### src/rtl/pcie_tx_source.sv
// pcie_tx_source
//   Per-port transmit source in front of one input port of the PCIE
//   transaction layer. Host words are buffered in two virtual-channel
//   queues (VC0, VC1). One word per cycle is arbitrated onto the link.
//   Each VC obeys the layer's pause/continue flow-control pulses.
//
// Configuration macro: PCIE_SRC_RR_EN
//   defined   : round-robin between VC0 and VC1 when both are eligible
//   undefined : strict priority, VC0 before VC1
//
// Ports
//   clk          rising-edge clock
//   reset        asynchronous, active-low reset
//   wr_en        host load strobe, one word per cycle
//   wr_data      host word: [BUS_SIZE] = VC select, [BUS_SIZE-1] = dest port,
//                remaining bits = payload
//   pause_VCx    from layer: stop issuing VCx words
//   continue_VCx from layer: resume issuing VCx words
//   data_out     word to the layer's data_pN input
//   valid_out    data_out carries a valid word this cycle
//   full_VCx     VCx queue holds MEM_LENGTH words
//   overflow     one-cycle pulse: a write was dropped because its queue was full
//   idle         both queues empty and valid_out low
module pcie_tx_source #(
  parameter int BUS_SIZE   = 5,
  parameter int ADDR_WIDTH = 2
) (
  input  logic              clk,
  input  logic              reset,
  input  logic              wr_en,
  input  logic [BUS_SIZE:0] wr_data,
  input  logic              pause_VC0,
  input  logic              continue_VC0,
  input  logic              pause_VC1,
  input  logic              continue_VC1,
  output logic [BUS_SIZE:0] data_out,
  output logic              valid_out,
  output logic              full_VC0,
  output logic              full_VC1,
  output logic              overflow,
  output logic              idle
);

  localparam int MEM_LENGTH = 1 << ADDR_WIDTH;
  localparam int CNT_W      = ADDR_WIDTH + 1;
  localparam logic [CNT_W-1:0] FULL_CNT = CNT_W'(MEM_LENGTH);

  typedef enum logic {
    FC_RUN  = 1'b0,
    FC_HALT = 1'b1
  } fc_state_e;

  logic [BUS_SIZE:0]   mem_q    [2][MEM_LENGTH];
  logic [BUS_SIZE:0]   mem_d    [2][MEM_LENGTH];
  logic [ADDR_WIDTH-1:0] wr_ptr_q [2];
  logic [ADDR_WIDTH-1:0] wr_ptr_d [2];
  logic [ADDR_WIDTH-1:0] rd_ptr_q [2];
  logic [ADDR_WIDTH-1:0] rd_ptr_d [2];
  logic [CNT_W-1:0]    count_q  [2];
  logic [CNT_W-1:0]    count_d  [2];
  fc_state_e           fc_q     [2];
  fc_state_e           fc_d     [2];

  logic [BUS_SIZE:0] data_out_q, data_out_d;
  logic              valid_out_q, valid_out_d;
  logic [1:0]        full_q, full_d;
  logic              overflow_q, overflow_d;
  logic              idle_q, idle_d;

  logic [1:0] pause_in, cont_in, elig, do_wr, do_rd;
  logic       wr_vc;

`ifdef PCIE_SRC_RR_EN
  // 1 = VC1 was granted last, so VC0 wins the next tie.
  logic last_grant_q, last_grant_d;
`endif

  always_comb begin
    pause_in = {pause_VC1, pause_VC0};
    cont_in  = {continue_VC1, continue_VC0};
    wr_vc    = wr_data[BUS_SIZE];

    // The flow-control next state feeds this edge's arbitration, so a pause
    // sampled at an edge already blocks issue at that same edge.
    for (int v = 0; v < 2; v++) begin
      fc_d[v] = pause_in[v] ? FC_HALT : (cont_in[v] ? FC_RUN : fc_q[v]);
      elig[v] = (count_q[v] != '0) && (fc_d[v] == FC_RUN);
    end

    do_rd = 2'b00;
`ifdef PCIE_SRC_RR_EN
    last_grant_d = last_grant_q;
    if (elig == 2'b11) begin
      if (last_grant_q) do_rd[0] = 1'b1;
      else              do_rd[1] = 1'b1;
    end else begin
      do_rd = elig;
    end
    if (do_rd != 2'b00) last_grant_d = do_rd[1];
`else
    if (elig[0])      do_rd[0] = 1'b1;
    else if (elig[1]) do_rd[1] = 1'b1;
`endif

    // Fullness is judged on pre-edge counts: a same-edge pop does not make
    // room for a write into a full queue.
    do_wr[0]   = wr_en && !wr_vc && (count_q[0] != FULL_CNT);
    do_wr[1]   = wr_en &&  wr_vc && (count_q[1] != FULL_CNT);
    overflow_d = wr_en && (count_q[wr_vc] == FULL_CNT);

    mem_d = mem_q;
    for (int v = 0; v < 2; v++) begin
      if (do_wr[v]) mem_d[v][wr_ptr_q[v]] = wr_data;
      wr_ptr_d[v] = wr_ptr_q[v] + ADDR_WIDTH'(do_wr[v]);
      rd_ptr_d[v] = rd_ptr_q[v] + ADDR_WIDTH'(do_rd[v]);
      count_d[v]  = count_q[v] + CNT_W'(do_wr[v]) - CNT_W'(do_rd[v]);
      full_d[v]   = (count_d[v] == FULL_CNT);
    end

    // Heads are read from pre-edge storage, so a word written this edge
    // cannot bypass straight to the output.
    valid_out_d = |do_rd;
    data_out_d  = data_out_q;
    if (do_rd[0])      data_out_d = mem_q[0][rd_ptr_q[0]];
    else if (do_rd[1]) data_out_d = mem_q[1][rd_ptr_q[1]];

    idle_d = (count_d[0] == '0) && (count_d[1] == '0) && !valid_out_d;
  end

  always_ff @(posedge clk or negedge reset) begin
    if (!reset) begin
      for (int v = 0; v < 2; v++) begin
        for (int i = 0; i < MEM_LENGTH; i++) mem_q[v][i] <= '0;
        wr_ptr_q[v] <= '0;
        rd_ptr_q[v] <= '0;
        count_q[v]  <= '0;
        fc_q[v]     <= FC_RUN;
      end
      data_out_q  <= '0;
      valid_out_q <= 1'b0;
      full_q      <= 2'b00;
      overflow_q  <= 1'b0;
      idle_q      <= 1'b1;
`ifdef PCIE_SRC_RR_EN
      last_grant_q <= 1'b1;
`endif
    end else begin
      mem_q       <= mem_d;
      wr_ptr_q    <= wr_ptr_d;
      rd_ptr_q    <= rd_ptr_d;
      count_q     <= count_d;
      fc_q        <= fc_d;
      data_out_q  <= data_out_d;
      valid_out_q <= valid_out_d;
      full_q      <= full_d;
      overflow_q  <= overflow_d;
      idle_q      <= idle_d;
`ifdef PCIE_SRC_RR_EN
      last_grant_q <= last_grant_d;
`endif
    end
  end

  assign data_out  = data_out_q;
  assign valid_out = valid_out_q;
  assign full_VC0  = full_q[0];
  assign full_VC1  = full_q[1];
  assign overflow  = overflow_q;
  assign idle      = idle_q;

endmodule
### config.mk
export PLATFORM = sky130hd
export DESIGN_NAME = pcie_tx_source
export DESIGN_NICKNAME = d
export VERILOG_FILES = /design/src/rtl/pcie_tx_source.sv
export SDC_FILE = /design/constraint.sdc
export NUM_CORES = 1
export LEC_CHECK = 0
export CORE_MARGIN = 3
export CORE_UTILIZATION = 40
export DETAILED_ROUTE_END_ITERATION = 8
export PLACE_DENSITY_LB_ADDON = 0.25
export SYNTH_ARGS = -nofsm -noshare
export SYNTH_HDL_FRONTEND = slang
export SYNTH_SLANG_ARGS = --single-unit
### constraint.sdc
create_clock -name clk -period 4.8 [get_ports clk]
set_input_delay 0.96 -clock clk [delete_from_list [all_inputs] [get_ports clk]]
set_output_delay 0.96 -clock clk [all_outputs]
set_load 0.02 [all_outputs]
### Word level (Yosys, flattened, before mapping)

Index checks and enable logic that the tools add are counted.

* register bits after elaboration: 75
* latch bits: 0
* output and inout port bits: 11
* ROM bits: 0
* input bits: 13
* bits in writable memories: 0
* logic and storage cells: 91
* memories: 0

* div/mod/pow operators: 0
* equal/unequal tests: 5
* $lt $le $gt $ge: 7
* bitwise operators: 7
* multipliers: 0
* reductions and logical operators: 19
* mux-type cells: 24
* shift operators: 0
* add/sub/neg operators: 8

Operators with widths (count)
* 24-bit bitwise mux: 2
* 6-bit two-way mux: 8
* 6-bit binary-select mux with 2-bit select: 2
* 6-bit demux with 2-bit select: 2
* 3-bit greater-or-equal comparator, second input constant: 4
* 2-bit NOT with 3-bit output: 4
* 1-bit logical AND: 11
* 3-bit == test, second input constant: 3
* 3-bit two-way mux: 3
* 2-bit by 1-bit adder with 2-bit output: 4
* 1-bit two-way mux: 7
* 3-bit by 1-bit adder with 3-bit output: 2
* 3-bit zero test: 2
* 3-bit by 1-bit less-than comparator with 1-bit output, second input constant: 2
* 3-bit inequality test, second input constant: 2
* 3-bit nonzero test: 2
* 3-bit by 1-bit subtractor with 3-bit output: 2
* 2-bit greater-or-equal comparator, second input constant: 1
* 1-bit zero test: 2
* 1-bit NOT: 2
* 1-bit NOT with 2-bit output: 1
* 2-bit nonzero test: 1
* 2-bit OR reduction: 1

### Depth between registers and ports, before layout

Gate-level depths: netlist of the first run.

* word-level depth: 10
* depth in mapped cells: 11
* mapped depth without buffers: 10

### Worst setup path before layout of the first run

Ideal clock, no wire load.

* path kind: input -> register
* start point: input continue_VC1
* end point: register idle_q (netlist: idle)
* stages: 10
* data required time: 4703 ps
* setup slack: 1532 ps
* setup time: 97 ps
* data arrival time: 3171 ps
* buffers on the path: 0
* cells stage by stage: inv_1 a211oi_4 nand2_1 xnor2_1 ha_1 inv_1 fa_1 inv_1 or4_1 nor4_1

RTL lines
* start, declared: RTL line 35 `input logic continue_VC1,`
* end signal, assigned: RTL line 157 `idle_q <= idle_d;`
* end, declared: RTL line 68 `logic idle_q, idle_d;`

==> results.sh, run 1 <==
export IMPL_core_mm2=0.00789
export IMPL_post_place_ws_ns=0.804
export IMPL_fp_dieW_um=97.1
export IMPL_path_max_fanout=8
export IMPL_gp_congestion=0.759
export IMPL_power_mw=2.49
export IMPL_max_slew_margin_pct=27.4
export IMPL_synth_area_leaders="dfrtp_1, mux2_2, mux4_2"
export IMPL_grt_pass1_vias=1923
export IMPL_slowest_delay_ns=0.52
export IMPL_clk_latency_ns=0.34
export IMPL_grt_use_total_pct=13.6
export IMPL_path_common_cell="inv_1"
export IMPL_ir_drop_v=0.000206
export IMPL_period_share_pct=75.4
export IMPL_drive_gt1_share_pct=32.8
export IMPL_synth_area_leader_cell="dfrtp_1"
export IMPL_multiInputGateArea_mm2=0.00137
export IMPL_cts_tree="yes"
export IMPL_avgSynthCellArea_um2=15.1
export IMPL_syn_area_mm2=0.00332
export IMPL_setup_tns_ns=0
export IMPL_rows=32
export IMPL_regArea_mm2=0.00188
export IMPL_hold_buffers=0
export IMPL_avgViaCountPerCell=5.07
export IMPL_cts_buffers_inserted=9
export IMPL_vias=1785
export IMPL_dp_hpwl_um=4130
export IMPL_cts_resized=0
export IMPL_setup_worst_path_class="in -> reg"
export IMPL_cp_end_kind="flop"
export IMPL_num_antenna_cells=0
export IMPL_yosysSeqAreaShare_pct=56.6
export IMPL_post_cts_repair_setup_buffers=0
export IMPL_antenna_left=0
export IMPL_grt_max_degree=50
export IMPL_max_cap_violations=0
export IMPL_reg2reg_depth=10
export IMPL_layoutNonFillerInstCount=352
export IMPL_dp_cells=337
export IMPL_synth_warnings=0
export IMPL_period_needed_ns=3.62
export IMPL_drt_iter0_markers=55
export IMPL_die_y_um=97.1
export IMPL_io_pins=24
export IMPL_fill_cells=687
export IMPL_clkSlewWorstSetupHoldPaths_ns=0.08
export IMPL_cts_buffer_depth=2
export IMPL_hold_class="reg -> reg"
export IMPL_numClockSinks=75
export IMPL_fin_util_pct=48.6
export IMPL_final_max_slew_viol_count=0
export IMPL_dieArea_mm2=0.00942
export IMPL_skew_ns=0.00725
export IMPL_synth_seq_cells=75
export IMPL_io_buffers=23
export IMPL_worst_slew_pin_slew_ns=1.09
export IMPL_nets=265
export IMPL_setup_ws_ns=1.18
export IMPL_wire_per_inst_um=16.8
export IMPL_whs_ns=0.467
export IMPL_powerDensity_mw_per_mm2=649
export IMPL_path_cells="clkdlybuf4s50_1, inv_1, a211oi_4, nand2_1, xnor2_1, ha_1, inv_1, fa_1, inv_1, or4_1, nor4_1"
export IMPL_stdcell_area_mm2=0.00383
export IMPL_outcome="complete, no violations"
export IMPL_start_util_pct=42.1
export IMPL_drt_wl_total_um=5910
export IMPL_grt_pass1_wl_um=9890
export IMPL_antenna_found_initial=0
export IMPL_synthToLayoutAreaGrowth_pct=15.6
export IMPL_crit_required_ns=5.04
export IMPL_p_leak_nw=1.61
export IMPL_start_kind="primary input"
export IMPL_synthesis_nets=238
export IMPL_setup_viol=0
export IMPL_rsz0062_at_grt="no"
export IMPL_worstPathArrival_ns=3.86
export IMPL_ys_types=38
export IMPL_slowest_stage="a211oi_4"
export IMPL_netlist_instances=219
export IMPL_reg2reg_from="count_q[4]"
export IMPL_max_freq_ghz=0.276
export IMPL_gr_total_overflow=0
export IMPL_rrSetupSlack_ns=1.67
export IMPL_htreeDepth=3
export IMPL_rr_endpoint="idle"
export IMPL_crit_end="idle"
export IMPL_hold_violations=0
export IMPL_startpoint="continue_VC1"
export IMPL_placed_cell_area_mm2=0.00364
export IMPL_drc=0
export IMPL_synth_top_area_share_pct=55.8
export IMPL_drt_pass1_iter_count=4
export IMPL_clock_root_buffer="clkbuf_8"
==> worst min path at each step <==
stage	cells past startpoint	slack, ns	endpoint	start
after floorplan	1	0.43	mem_q[5]	mem_q[5]
after global placement	1	0.45	mem_q[11]	mem_q[11]
after detailed placement	1	0.45	mem_q[11]	mem_q[11]
after CTS	1	0.47	mem_q[11]	mem_q[11]
after global routing	1	0.47	mem_q[11]	mem_q[11]
final	1	0.47	mem_q[11]	mem_q[11]
==> layout by cell type (no fill, tap or decap), types with 2 or more instances in the layout <==
cell type	count
dfrtp_1	74
mux2_2	40
clkdlybuf4s50_1	22
mux4_2	12
clkbuf_8	11
nor2_1	10
xnor2_1	9
inv_1	7
mux2i_1	6
a21oi_1	6
nor2b_1	4
ha_1	4
xor2_1	3
nor3b_4	3
or2_2	3
a21o_1	2
nor3_1	2
nand2_1	2
nand3_1	2
nor3b_1	2
and3b_1	2
fa_1	2
clkbuf_1	2
==> final cells by class <==
| cell class | count | share of cell area, % |
|---|---|---|
| Sequential cell | 75 | 49.0 |
| Multi-Input combinational cell | 128 | 35.8 |
| Timing Repair Buffer | 24 | 6.07 |
| Clock buffer | 13 | 4.14 |
| Tap cell | 102 | 3.33 |
| Clock inverter | 2 | 0.914 |
| Inverter | 8 | 0.783 |
==> metal layers <==
metal / GRT usage, % / wire (um) / up-vias
li1: - / - / 825
met1: 18.3 / 2850 / 921
met2: 20.3 / 2740 / 29
met3: 2.87 / 195 / 10
met4: 8.10 / 129 / 0
met5: 0 / 0 / -
==> Yosys cell counts <==
library cell / instances
a21o_1: 2
nor3b_1: 2
and2_2: 1
buf_1: 2
nand3b_4: 1
nand3_4: 1
a31oi_1: 1
nand2_1: 2
buf_2: 6
nor3_1: 2
a21oi_1: 6
nand2b_1: 1
inv_1: 7
a21oi_4: 1
dfrtp_1: 74
dfstp_2: 1
xor2_1: 3
o21ai_0: 1
inv_2: 1
nor2_1: 10
mux2_2: 40
or3b_1: 1
and3b_1: 2
nor4_1: 1
a211oi_4: 1
or2_2: 3
mux2i_1: 6
nor3b_4: 3
xnor2_1: 9
nor3_4: 1
mux4_2: 12
nor2b_1: 4
a211o_1: 1
nor2_2: 1
nand3_1: 2
fa_1: 2
or4_1: 1
ha_1: 4
==> report_power, final <==
part,switching (mW),total [mW],internal (mW)
clock network,0.216,0.482,0.266
logic,0.327,0.845,0.518
registers,0.244,1.16,0.919
==> critical path, delay by kind of cell <==
family                   cells  cell delay [ns]
AND/OR/NAND/NOR              3             0.91
adder cells (fa/ha/maj)      2             0.64
AO/OA/AOI/OAI                1             0.52
XOR/XNOR                     1             0.22
buffers and inverters        4             0.62
==> cell families (layout without fill, tap and decap cells) <==
family | Yosys count | in the layout | synth area share [%]
buffers and inverters | 16 | 47 | 2.04
DFF | 75 | 75 | 56.6
muxes | 58 | 58 | 23.5
adders and majority gates | 6 | 6 | 2.72
xor gates and xnor gates | 12 | 12 | 3.17
AOI/OAI and AO/OA | 13 | 13 | 3.06
and+or+nand+nor | 39 | 39 | 8.87
==> state kept, by name (all words and copies together) (netlist names) <==
register	cells
mem_q	48
count_q	6
data_out	6
rd_ptr_q	4
wr_ptr_q	4
fc_q	2
full_q	2
idle	1
overflow	1
valid_out	1
No activity file was read; power rests on OpenSTA's default activity.
==> run 2, diff against run 1 <==
Clock period 4.8 ns to 3.52 ns, I/O delays scaled along.
==> run 2 against run 1 <==
  * Clock skew shrank 0.00075 ns
  * Power is 34% higher
  * Sequential power up 36%
  * Combinational power is 37% higher
  * Design area barely moved
  * Sequential cell count stayed put
  * Hold slack better by 0.0084 ns
  * Die area did not move
  * Register-to-register slack got worse by 0.93 ns
  * Global-route usage decreased by 0.13 points
  * Clock-buffer cell count up 1
  * Critical endpoint unchanged
  * Largest cell class unchanged
==> results.sh, run 2 (same netlist as run 1, synthesis figures left out) <==
export IMPL_grt_use_total_pct=13.5
export IMPL_dieArea_mm2=0.00942
export IMPL_clock_root_buffer="clkbuf_8"
export IMPL_wire_per_inst_um=16.4
export IMPL_whs_endpoint="mem_q[5]"
export IMPL_avgViaCountPerCell=5.06
export IMPL_rrSetupSlack_ns=0.74
export IMPL_cts_buffer_depth=2
export IMPL_dp_cells=340
export IMPL_grt_pass1_wl_um=9890
export IMPL_max_cap_violations=0
export IMPL_io_buffers=23
export IMPL_post_place_ws_ns=0.157
export IMPL_outcome="complete, no violations"
export IMPL_synthToLayoutAreaGrowth_pct=15.6
export IMPL_cts_tree="yes"
export IMPL_worstPathArrival_ns=3.26
export IMPL_p_sw_share_pct=32.1
export IMPL_p_leak_nw=1.62
export IMPL_final_cell_mix="dfrtp_1, mux2_2, clkdlybuf4s50_1"
export IMPL_dp_hpwl_um=3960
export IMPL_p_seq_share_pct=47.5
export IMPL_rows=32
export IMPL_gp_congestion=0.746
export IMPL_path_common_cell="inv_1"
export IMPL_period_needed_ns=3.02
export IMPL_setup_ws_ns=0.502
export IMPL_gr_total_overflow=0
export IMPL_largest_register="mem_q"
export IMPL_num_antenna_cells=0
export IMPL_crit_required_ns=3.76
export IMPL_grt_pass1_vias=1952
export IMPL_layout_commonest_cell="dfrtp_1"
export IMPL_antenna_found_initial=0
export IMPL_io_pins=24
export IMPL_holdPathStages=1
export IMPL_worst_slew_pin_slew_ns=0.926
export IMPL_rr_endpoint="idle"
export IMPL_vias=1802
export IMPL_setup_worst_path_class="in -> reg"
export IMPL_path_max_fanout=3
export IMPL_ir_drop_v=0.000418
export IMPL_slowest_delay_ns=0.50
export IMPL_drt_iter0_markers=116
export IMPL_core_mm2=0.00789
export IMPL_post_cts_repair_setup_buffers=0
export IMPL_period_share_pct=85.7
export IMPL_reg2reg_depth=10
export IMPL_start_util_pct=42.1
export IMPL_path_cells="clkdlybuf4s50_1, inv_1, a211oi_4, nand2_1, xnor2_1, ha_1, inv_1, fa_1, inv_1, or4_1, nor4_1"
export IMPL_clk_latency_ns=0.34
export IMPL_power_mw=3.33
export IMPL_numClockSinks=75
export IMPL_drt_wl_total_um=5820
export IMPL_hold_violations=0
export IMPL_fin_util_pct=48.6
export IMPL_stdcell_area_mm2=0.00383
export IMPL_die_y_um=97.1
export IMPL_max_freq_ghz=0.331
export IMPL_fp_dieW_um=97.1
export IMPL_drt_pass1_iter_count=4
export IMPL_p_comb_share_pct=34.9
export IMPL_layoutNonFillerInstCount=356
export IMPL_largest_reg_flops=48
export IMPL_htreeDepth=3
export IMPL_clkSlewWorstSetupHoldPaths_ns=0.07
export IMPL_hp_start="mem_q[5]"
export IMPL_startpoint="continue_VC1"
export IMPL_cts_buffers_inserted=9
export IMPL_placed_cell_area_mm2=0.00366
export IMPL_cp_end_kind="flop"
export IMPL_rsz0062_at_grt="no"
export IMPL_drc=0
export IMPL_antenna_left=0
export IMPL_whs_ns=0.475
export IMPL_drive_gt1_share_pct=33.5
export IMPL_grt_max_degree=76
export IMPL_hold_buffers=0
export IMPL_clockPowerShare_pct=17.6
export IMPL_hold_class="reg -> reg"
export IMPL_cts_resized=0
export IMPL_max_slew_margin_pct=38.3
export IMPL_slowest_stage="or4_1"
export IMPL_power_switching_mw=1.07
export IMPL_nets=268
export IMPL_skew_ns=0.00650
export IMPL_setup_viol=0
export IMPL_reg2reg_from="count_q[4]"
export IMPL_setup_tns_ns=0
export IMPL_p_int_mw=2.26
export IMPL_start_kind="primary input"
export IMPL_final_max_slew_viol_count=0
export IMPL_powerDensity_mw_per_mm2=868
==> run 2: worst max-delay path by stage <==
stage,endpoint,slack (ns)
floorplan,idle,0.51
global placement,idle,0.19
detailed placement,idle,0.16
CTS,idle,0.50
global route,idle,0.28
finish,idle,0.50
==> run 2: cell type report <==
cell class	count	area (um^2)
clock inverters	2	10.0
multi-input cells	128	1370
flip-flops and latches	75	1880
fillers	692	4050
inverters	8	30.0
repair buffers	27	255
well taps	102	128
clock buffers	14	163
==> run 2: power by group through the flow <==
stage / combinational, mW / clock (mW) / sequential [mW]
2_1_floorplan: 0.924 / 0 / 1.51
3_3_place_gp: 1.16 / 0 / 1.60
3_5_place_dp: 1.18 / 0 / 1.61
4_1_cts: 1.19 / 0.604 / 1.59
5_1_grt: 1.27 / 0.648 / 1.65
6_report: 1.16 / 0.585 / 1.58
==> run 2: layer usage <==
metal | up-vias | share of wire, % | track usage (%)
met3 | 4 | 4.2 | 4.88
met5 | - | 0 | 0
met2 | 30 | 47 | 20.9
li1 | 839 | - | -
met1 | 929 | 48 | 18.0
met4 | 0 | 0.89 | 3.56
==> run 2: worst max-delay path: cells and delay by family <==
family	cells	cell delay (ns)
AO/OA/AOI/OAI	1	0.27
XOR/XNOR	1	0.20
adder cells (fa/ha/maj)	2	0.64
buffers and inverters	4	0.62
AND/OR/NAND/NOR	3	0.83
==> run 3, diff against run 2 <==
Settings changed: CTS_CLUSTER_SIZE set to 16, GPL_TIMING_DRIVEN set to 0.
==> run 3 against run 2 <==
  * Non-clock buffer count rose by 7
  * Hold slack worse by 0.22 ns
  * Cell count grew 2.0%
  * Maximum frequency decreased by 7.8%
  * Sequential cell count is the same
  * First-iteration DRC count decreased by 41%
  * Register-to-register slack got worse by 0.19 ns
  * Critical path type unchanged
  * Critical endpoint unchanged
==> results.sh, run 3 (same netlist as run 1, synthesis figures left out) <==
export IMPL_outcome="complete, no violations"
export IMPL_setup_viol=0
export IMPL_p_seq_share_pct=42.0
export IMPL_max_freq_ghz=0.306
export IMPL_clk_latency_ns=0.34
export IMPL_antenna_found_initial=0
export IMPL_largest_reg_flops=48
export IMPL_hold_buffers=0
export IMPL_start_kind="primary input"
export IMPL_rows=32
export IMPL_cts_resized=0
export IMPL_fp_dieW_um=97.1
export IMPL_htreeDepth=3
export IMPL_dieArea_mm2=0.00942
export IMPL_start_util_pct=42.1
export IMPL_stdcell_area_mm2=0.00396
export IMPL_io_pins=24
export IMPL_max_slew_margin_pct=63.4
export IMPL_ir_drop_v=0.000443
export IMPL_crit_family="buffers and inverters"
export IMPL_dp_hpwl_um=4040
export IMPL_slowest_delay_ns=0.49
export IMPL_core_mm2=0.00789
export IMPL_p_leak_nw=1.68
export IMPL_dp_cells=345
export IMPL_clkSlewWorstSetupHoldPaths_ns=0.08
export IMPL_placed_cell_area_mm2=0.00370
export IMPL_cts_buffer_depth=2
export IMPL_post_cts_repair_setup_buffers=0
export IMPL_crit_buf_inv=6
export IMPL_powerDensity_mw_per_mm2=900
export IMPL_drt_wl_total_um=5940
export IMPL_num_antenna_cells=0
export IMPL_final_max_slew_viol_count=0
export IMPL_cp_end_kind="flop"
export IMPL_clockPowerShare_pct=22.3
export IMPL_setup_ws_ns=0.247
export IMPL_grt_max_degree=51
export IMPL_period_needed_ns=3.27
export IMPL_p_int_mw=2.47
export IMPL_hold_class="in -> async"
export IMPL_grt_use_total_pct=14.3
export IMPL_slowest_stage="or4_1"
export IMPL_post_place_ws_ns=-0.222
export IMPL_vias=1823
export IMPL_drt_pass1_iter_count=4
export IMPL_drive_gt1_share_pct=35.2
export IMPL_wire_per_inst_um=16.4
export IMPL_synthToLayoutAreaGrowth_pct=19.3
export IMPL_gp_congestion=0.728
export IMPL_fill_cells=668
export IMPL_cts_buffers_inserted=9
export IMPL_setup_worst_path_class="in -> reg"
export IMPL_setup_tns_ns=0
export IMPL_fin_util_pct=50.2
export IMPL_hold_violations=0
export IMPL_final_cell_mix="dfrtp_1, mux2_2, clkdlybuf4s50_1"
export IMPL_cts_tree="yes"
export IMPL_skew_ns=0.0116
export IMPL_gr_total_overflow=0
export IMPL_layout_commonest_cell="dfrtp_1"
export IMPL_worst_slew_pin_slew_ns=0.549
export IMPL_period_share_pct=93.0
export IMPL_path_cells="clkdlybuf4s50_1, inv_1, a211o_1, buf_2, buf_2, xnor2_1, ha_1, inv_1, fa_1, inv_1, or4_1, nor4_1"
export IMPL_drt_iter0_markers=69
export IMPL_largest_register="mem_q"
export IMPL_rrSetupSlack_ns=0.55
export IMPL_grt_pass1_vias=1992
export IMPL_p_sw_share_pct=30.5
export IMPL_grt_pass1_wl_um=10400
export IMPL_rsz0062_at_grt="no"
export IMPL_crit_required_ns=3.77
export IMPL_path_max_fanout=10
export IMPL_power_switching_mw=1.09
export IMPL_clock_root_buffer="clkbuf_8"
export IMPL_nets=275
export IMPL_worstPathArrival_ns=3.52
export IMPL_avgViaCountPerCell=5.02
export IMPL_drc=0
export IMPL_io_buffers=23
export IMPL_antenna_left=0
export IMPL_die_y_um=97.1
export IMPL_numClockSinks=75
export IMPL_max_cap_violations=0
export IMPL_layoutNonFillerInstCount=363
export IMPL_p_comb_share_pct=35.7
export IMPL_path_common_cell="inv_1"
-- run 3: changes by cell type in the layout (fill, tap and decap cells not counted), moves of 2 or more --
cell and delta:
bufinv_16 +3, buf_1 +2, buf_2 +5, clkbuf_1 -2
-- run 3: through the flow --
| step | power [mW] | hold slack [ns] |
|---|---|---|
| 2_1_floorplan | 2.44 | 0.408 |
| 3_3_place_gp | 2.77 | 0.447 |
| 3_5_place_dp | 2.81 | 0.449 |
| 4_1_cts | 3.61 | 0.261 |
| 5_1_grt | 3.81 | 0.273 |
| 6_report | 3.56 | 0.256 |
-- run 3: power by group through the flow --
stage | Sequential [mW] | Clock [mW] | Combinational (mW)
floorplan | 1.51 | 0 | 0.924
global placement | 1.51 | 0 | 1.26
detailed placement | 1.52 | 0 | 1.29
CTS | 1.50 | 0.811 | 1.29
global route | 1.56 | 0.849 | 1.40
finish | 1.50 | 0.793 | 1.27
-- run 3: layout make-up --
cell class	instances	area, um^2	share of cell area (%)
flip-flops and latches	75	1880	47.5
repair buffers	26	270	6.83
clock buffers	11	141	3.57
plain buffers	8	37.5	0.949
multi-input cells	128	1370	34.7
well taps	102	128	3.23
clock inverters	5	100	2.53
inverters	8	30.0	0.759
-- run 3: routing by layer --
metal  vias up  track usage (%)  share of wire [%]
li1        852                -                  -
met2        31             22.0                 47
met3         5             4.59                3.9
met4         0             4.21               0.89
met1       935             19.4                 48
met5         -                0                  0
-- run 3: path summary, 6_finish.rpt --
kind,to,cells after the start,startpoint
max in group asynchronous,mem_q[2],2,reset
min in group clk,mem_q[23],1,mem_q[23]
setup / recovery,idle,12,continue_VC0
setup reg to reg,idle,11,count_q[4]
hold reg to reg,mem_q[23],1,mem_q[23]
hold / removal,fc_q[1],1,reset
